File: config.mk
export PLATFORM = sky130hd
export DESIGN_NAME = set_min_delay_pipe
export DESIGN_NICKNAME = d
export VERILOG_FILES = /design/src/rtl/set_min_delay_pkg.sv /design/src/rtl/set_min_delay_stage.sv /design/src/rtl/set_min_delay_pipe.sv
export SDC_FILE = /design/constraint.sdc
export NUM_CORES = 1
export LEC_CHECK = 0
export BUFFER_PORTS_ARGS = -buffer_cell sky130_fd_sc_hd__buf_2
export CORE_MARGIN = 3
export CORE_UTILIZATION = 35
export CTS_CLUSTER_SIZE = 40
export DETAILED_ROUTE_END_ITERATION = 7
export PLACE_DENSITY_LB_ADDON = 0.12
export RECOVER_POWER = 100
export SLEW_MARGIN = 0
export SYNTH_ARGS = -nofsm -noshare
export SYNTH_HDL_FRONTEND = slang
export SYNTH_SLANG_ARGS = --single-unit
File: constraint.sdc
create_clock -name clk1 -period 4.7 [get_ports clk1]
set_input_delay 0.94 -clock clk1 [delete_from_list [all_inputs] [get_ports clk1]]
set_output_delay 0.94 -clock clk1 [all_outputs]
set_load 0.01 [all_outputs]
File: src/rtl/set_min_delay_pkg.sv
// Shared types and default sizes for the set_min_delay_pipe datapath.
// Optional feature macro used elsewhere: SET_MIN_DELAY_PIPE_PARITY_EN.
package set_min_delay_pkg;

  // Flush/drain controller states.
  typedef enum logic [1:0] {
    RUN   = 2'd0,
    DRAIN = 2'd1,
    DONE  = 2'd2
  } state_e;

  localparam int DEF_WIDTH  = 8;
  localparam int DEF_NUM_CH = 2;
  localparam int DEF_DEPTH  = 3;
  localparam int DEF_CNT_W  = 16;

endpackage

File: src/rtl/set_min_delay_stage.sv
// One pipeline stage: a data register plus its valid bit.
// The valid and data enables are separate so the launch stage can load
// data only on an accepted word while still shifting a bubble on advance.
module set_min_delay_stage
  import set_min_delay_pkg::*;
#(
  parameter int DW = DEF_WIDTH * DEF_NUM_CH
) (
  input  logic          clk1,
  input  logic          rst,
  input  logic          v_en,
  input  logic          d_en,
  input  logic [DW-1:0] d_in,
  input  logic          v_in,
  output logic [DW-1:0] d_out,
  output logic          v_out
);

  // Stage register with asynchronous clear.
  always_ff @(posedge clk1 or posedge rst) begin
    if (rst) begin
      d_out <= '0;
      v_out <= 1'b0;
    end else begin
      if (v_en) v_out <= v_in;
      if (d_en) d_out <= d_in;
    end
  end

endmodule

File: src/rtl/set_min_delay_pipe.sv
// set_min_delay_pipe: NUM_CH x WIDTH launch -> pad stages -> capture path
// with inverted capture feedback, valid/ready handshake, flush/drain FSM
// and a saturating transfer counter. Single clock domain (clk1).
// Optional: define SET_MIN_DELAY_PIPE_PARITY_EN to add port2_par, the even
// parity of each captured channel, registered alongside port2.
//
// Handshake: a word moves across an interface on a rising edge where both
// valid and ready are high. Ready never depends on the same interface's
// valid; valid holds its word until it is taken.
module set_min_delay_pipe
  import set_min_delay_pkg::*;
#(
  parameter int WIDTH  = DEF_WIDTH,
  parameter int NUM_CH = DEF_NUM_CH,
  parameter int DEPTH  = DEF_DEPTH,
  parameter int CNT_W  = DEF_CNT_W
) (
  input  logic                    clk1,
  input  logic                    rst,
  input  logic [NUM_CH*WIDTH-1:0] port1,
  input  logic                    port1_valid,
  output logic                    port1_ready,
  output logic [NUM_CH*WIDTH-1:0] port2,
  output logic                    port2_valid,
  input  logic                    port2_ready,
  input  logic                    mode,
  input  logic                    flush,
  output logic                    flush_done,
  output logic [CNT_W-1:0]        xfer_cnt,
`ifdef SET_MIN_DELAY_PIPE_PARITY_EN
  output logic [NUM_CH-1:0]       port2_par,
`endif
  output state_e                  state_dbg
);

  localparam int DW = NUM_CH * WIDTH;

  logic                      adv;
  logic                      accept;
  logic                      empty;
  logic [DW-1:0]             fb;
  logic [DW-1:0]             launch_d;
  logic [DEPTH-1:0][DW-1:0]  s_d;
  logic [DEPTH-1:0]          s_v;
  logic [DEPTH-1:0][DW-1:0]  s_in_d;
  logic [DEPTH-1:0]          s_in_v;
  logic [DEPTH-1:0]          s_d_en;
  state_e                    state;
  state_e                    state_nxt;

  // The whole pipe moves as one: it advances unless the output is held.
  assign adv         = !port2_valid || port2_ready;
  assign port1_ready = adv && (state == RUN);
  assign accept      = port1_valid && port1_ready;
  assign empty       = (s_v == '0) && !port2_valid;

  // Feedback masks every channel bit-for-bit, so a whole-vector AND is
  // the same as the per-channel form.
  assign launch_d = mode ? port1 : (port1 & fb);

  // Stage input steering: stage 0 takes the launch word, later stages
  // copy their predecessor on every advance.
  always_comb begin
    s_in_d    = '0;
    s_in_v    = '0;
    s_d_en    = '0;
    s_in_d[0] = launch_d;
    s_in_v[0] = accept;
    s_d_en[0] = accept;
    for (int i = 1; i < DEPTH; i++) begin
      s_in_d[i] = s_d[i-1];
      s_in_v[i] = s_v[i-1];
      s_d_en[i] = adv;
    end
  end

  // stg[i].u_reg names are kept stable for timing-constraint targets.
  for (genvar i = 0; i < DEPTH; i++) begin : stg
    set_min_delay_stage #(.DW(DW)) u_reg (
      .clk1  (clk1),
      .rst   (rst),
      .v_en  (adv),
      .d_en  (s_d_en[i]),
      .d_in  (s_in_d[i]),
      .v_in  (s_in_v[i]),
      .d_out (s_d[i]),
      .v_out (s_v[i])
    );
  end

`ifdef SET_MIN_DELAY_PIPE_PARITY_EN
  logic [NUM_CH-1:0] par_nxt;

  // Even parity of each channel of the word about to be captured.
  always_comb begin
    par_nxt = '0;
    for (int c = 0; c < NUM_CH; c++) begin
      par_nxt[c] = ^s_d[DEPTH-1][c*WIDTH +: WIDTH];
    end
  end

  // Parity shares the capture enable so it always matches port2.
  always_ff @(posedge clk1 or posedge rst) begin
    if (rst) begin
      port2_par <= '0;
    end else if (adv && s_v[DEPTH-1]) begin
      port2_par <= par_nxt;
    end
  end
`endif

  // Capture register and inverted feedback; the launch stage sees the
  // feedback value from before this edge.
  always_ff @(posedge clk1 or posedge rst) begin
    if (rst) begin
      port2       <= '0;
      port2_valid <= 1'b0;
      fb          <= '1;
    end else if (adv) begin
      port2_valid <= s_v[DEPTH-1];
      if (s_v[DEPTH-1]) begin
        port2 <= s_d[DEPTH-1];
        fb    <= ~s_d[DEPTH-1];
      end
    end
  end

  // Output handshake counter that sticks at its maximum.
  always_ff @(posedge clk1 or posedge rst) begin
    if (rst) begin
      xfer_cnt <= '0;
    end else if (port2_valid && port2_ready && (xfer_cnt != '1)) begin
      xfer_cnt <= xfer_cnt + 1'b1;
    end
  end

  // Flush controller state register.
  always_ff @(posedge clk1 or posedge rst) begin
    if (rst) begin
      state <= RUN;
    end else begin
      state <= state_nxt;
    end
  end

  // Flush controller next state: once draining starts it runs to empty
  // regardless of flush; a flush seen in DONE starts a fresh drain.
  always_comb begin
    state_nxt = state;
    case (state)
      RUN:     if (flush) state_nxt = DRAIN;
      DRAIN:   if (empty) state_nxt = DONE;
      DONE:    state_nxt = flush ? DRAIN : RUN;
      default: state_nxt = RUN;
    endcase
  end

  assign flush_done = (state == DONE);
  assign state_dbg  = state;

endmodule

**Word-level counts from Yosys, hierarchy flattened**

Index checks and enable logic that the tools add are counted.
Widths: inputs -> output; s select.

- Reductions and logical operators: 11
- Add/subtract/negate cells: 1
- Eq/ne operators: 5
- Bitwise logic cells: 2
- Multiplexer cells: 5

Operators by type and width:

| kind | count |
|---|---|
| $add 16x1->16 const B | 1 |
| $and 16x16->16 | 1 |
| $mux 16 | 1 |
| $ne 16x16->1 const B | 1 |
| $not 16->16 | 1 |
| $pmux 2 s3 | 1 |
| $logic_and 1x1->1 | 5 |
| $mux 2 | 2 |
| $ne 2x2->1 const B | 2 |
| $reduce_and 2->1 | 2 |
| $logic_not 3->1 | 1 |
| $eq 2x1->1 const B | 1 |
| $eq 2x2->1 const B | 1 |
| $logic_not 2->1 | 1 |
| $logic_not 1->1 | 1 |
| $logic_or 1x1->1 | 1 |
| $mux 1 | 1 |

- Bits in registers: 102
- Output and inout port bits: 37
- Word-level logic and storage cells: 35

**Logic depth before layout (Yosys ltp)**

- Depth after elaboration: 4
- Depth in mapped cells: 7

**Modules after synthesis**

A second synthesis with hierarchy kept.

- Cell total of the unflattened synthesis: 300
- Area total of the unflattened synthesis: 4,326.6 um^2

Modules (own cells, without submodules):

| module | cells each | instances | area an instance (um^2) | sequential area each (um^2) |
|---|---|---|---|---|
| set_min_delay_pipe | 189 | 1 | 2,258.4 | 1,296.2 |
| set_min_delay_stage | 37 | 3 | 689.4 | 425.4 |

**Least setup slack after synthesis**

Ideal clock, no wire load.

- Kind: in2out
- From: input port2_ready
- To: output port1_ready
- Required time: 3.760 ns
- Setup slack: 2.084 ns
- Arrival: 1.676 ns
- Buffers on the path: 2
- Stages on the path: 4
- Path through: nor2b_1 -> clkbuf_1 -> clkbuf_1 -> nor3_1

- Cells in the longest elaborated chain, start to end: 2

Ends and longest elaborated chain:

| item | line | RTL |
|---|---|---|
| start: declaration | set_min_delay_pipe.sv:25 | `input logic port2_ready,` |
| $logic_or 1x1->1 | set_min_delay_pipe.sv:52 | `assign adv = !port2_valid \|\| port2_ready;` |
| $logic_and 1x1->1 | set_min_delay_pipe.sv:53 | `assign port1_ready = adv && (state == RUN);` |
| end: declaration | set_min_delay_pipe.sv:22 | `output logic port1_ready,` |

Every way passes these cells.

==> results.cfg <==
[run_status]
status = complete, but fails checks
violations = max-capacitance violations, max-slew violations

[clock_network]
post_cts_buffers = 0
cts_resized = 0
cts_root_buffer = clkbuf_16
clk_latency_ns = 0.33
hold_buffers = 0
cts.htree.levels = 3
cts_buffer_depth = 2
cts_sinks = 102
cts_buffers = 9
cts.reportedPaths.clkPinSlew_ns = 0.06
tritoncts = yes

[worst_setup_path]
rrSetupSlack_ns = 2.01
worst_setup_path_end_kind = asynchronous set/reset pin
crit_arrival_ns = 3.65
r2r_end = port2[1]
reg2regPathDepth = 4
startpoint_type = primary input
worstReg2RegStart = port2_valid
timing.critical_path.to = xfer_cnt[13]
cp.required_ns = 5.02
crit_path_start = rst
crit_type = in2async
cp_max_fo = 63

[synth]
synth_top_family_by_area = simple AND/OR/NAND/NOR gates
synth-simple-area-share = 0.205
muxShareOfSynthArea = 0.0496
ys_types = 33
synth_seq_cells = 102
avgSynthCellArea_um2 = 10.5
synth.cell_area_mm2 = 0.00408
syn_nets = 412
synth-xor-area-share = 0.0300
synth_compound_area_frac = 0.0646
ys_seq_area_frac = 0.630
synthAdderAreaFrac = 0.00306
yosys_warnings = 0
synth_cells = 389

[finish]
final_cell_mix = nand2_1 (144), dfrtp_1 (86), o21ai_0 (48)
drive_above_1_share = 0.176
postLayoutCoreUtil = 0.423
fillCellCount = 1152
synthToLayoutAreaGrowth_pct = 15.3
diodes = 0
final_common_cell = nand2_1
layout.nets = 467

[placement]
hpwlAfterDp_um = 5130
gp_congestion = 0.727
dp_slack_ns = 1.72
portBuffers = 58

[power]
cellPowerDensity_mw_per_mm2 = 652
p_leak_nw = 2.26
worst_ir_drop_vdd_uv = 294

[sta]
rsz0062_at_grt = false
layout_setup_ws_ns = 1.38
relSlewSlack = -0.881
finClkSkew_ns = 0.00536
slew_viol_final = 113
hold_viol = 0
worstMarginPinSlew_ns = 2.81
timing.fmax_mhz = 301
post-route-period-util = 0.707
setup_viol = 0
fin_crit_ns = 3.32
tns_ns = 0

[floorplanning]
rows = 38
core_area_mm2 = 0.0111
die_w_um = 114
die-area_mm2 = 0.0130
fp.dieH_um = 114
start_util = 0.367
io_pins = 59

[route]
dr.pass1.iters = 4
via_per_inst = 4.70
drtAntennaViolNets = 0
routed_wl_um = 8170
drt_iter0_drc = 134
drc = 0
via_count = 2768
wl_per_cell_um = 13.9

[job]
cap_viol_max_count = 2

[grt]
grt_antenna_before_repair = 0
grt_pass1_wl_um = 13700
grt_usage = 0.135
grt-ovfl-total = 0
grt_pass1_vias = 2764
grt_max_degree = 64

[min_path]
holdPathStages = 1
min-delay-path-class = reg2reg
-- final cells by class --
cell class / instances / area [um2] / area share
Sequential cell: 102 / 2570 / 0.546
Inverter: 1 / 5.00 / 0.00106
Multi-Input combinational cell: 269 / 1410 / 0.299
Clock inverter: 4 / 20.0 / 0.00425
Timing Repair Buffer: 61 / 259 / 0.0550
Tap cell: 140 / 175 / 0.0372
Clock buffer: 12 / 267 / 0.0566
-- worst max-delay path: stages --
cell	delay, ns
buf_2	0.10
clkinvlp_2	1.58
clkbuf_2	0.98
-- cells by family after synthesis --
kind of cell	count (synthesis)
buf+inv	18
fa+ha+maj	1
compound gates	50
simple gates	186
xor+xnor	14
flops	102
mux	18
-- state kept, by name, indices dropped and copies added, names as in the netlist --
name / cells
stg.u_reg.d_out: 48
fb: 16
port2: 16
xfer_cnt: 16
stg.u_reg.v_out: 3
state_dbg: 2
port2_valid: 1
-- Yosys cell counts --
| library cell | number | area, um2 |
|---|---|---|
| nor4_2 | 1 | 12.5 |
| nand4_1 | 7 | 43.8 |
| nor2b_1 | 2 | 12.5 |
| o21ai_0 | 48 | 240 |
| inv_1 | 1 | 3.75 |
| and3b_1 | 1 | 8.76 |
| nor2_2 | 1 | 6.26 |
| xnor2_1 | 7 | 61.3 |
| nand4_4 | 1 | 21.3 |
| or2_2 | 1 | 6.26 |
| nor4_1 | 4 | 25.0 |
| ha_1 | 1 | 12.5 |
| and3_1 | 3 | 18.8 |
| dfstp_2 | 16 | 420 |
| mux2_1 | 1 | 11.3 |
| nand3_1 | 6 | 30.0 |
| xor2_1 | 7 | 61.3 |
| o21a_1 | 1 | 7.51 |
| nor4_4 | 1 | 21.3 |
| nor2_1 | 4 | 15.0 |
| clkbuf_1 | 10 | 37.5 |
| nand4_2 | 1 | 12.5 |
| nor3_1 | 4 | 20.0 |
| o41ai_2 | 1 | 16.3 |
| mux2_2 | 17 | 191 |
| and3_2 | 1 | 7.51 |
| or4_4 | 1 | 11.3 |
| buf_2 | 5 | 25.0 |
| nand3_2 | 1 | 10.0 |
| dfrtp_1 | 86 | 2150 |
| nand2_1 | 144 | 541 |
| nand2b_1 | 2 | 12.5 |
| buf_1 | 2 | 7.51 |
-- routing by layer --
metal | GRT usage | routed length [um]
met1 | 0.180 | 4000
met2 | 0.211 | 3700
met3 | 0.0393 | 357
met4 | 0.0475 | 117
met5 | 0 | 0
-- worst min path at each step --
stage / startpoint / endpoint / slack, ns
global placement: stg[1].u_reg.d_out[5] / stg[1].u_reg.d_out[5] / 0.45
floorplan: stg[2].u_reg.d_out[10] / fb[10] / 0.42
detailed placement: stg[1].u_reg.d_out[6] / stg[1].u_reg.d_out[6] / 0.46
global route: stg[1].u_reg.d_out[14] / stg[2].u_reg.d_out[14] / 0.48
finish: stg[2].u_reg.d_out[14] / fb[14] / 0.46
CTS: stg[2].u_reg.d_out[14] / fb[14] / 0.47
-- where the power goes --
group	total, W	internal, W	switching (W)
Combinational	0.000777	0.000329	0.000448
Clock	0.000704	0.000399	0.000305
Sequential	0.00159	0.00133	0.000257
Total	0.00307	0.00206	0.00101
-- through the flow --
step	cell area (um2)	std cells	total power, W	hold slack (ns)
2_1_floorplan	4080	389	0.00214	0.421
3_3_place_gp	4510	573	0.00240	0.449
3_5_place_dp	4510	573	0.00244	0.456
5_1_grt	4710	589	0.00334	0.479
6_report	4710	589	0.00307	0.461
4_1_cts	4800	589	0.00316	0.466
No activity file was read; power rests on OpenSTA's default activity.
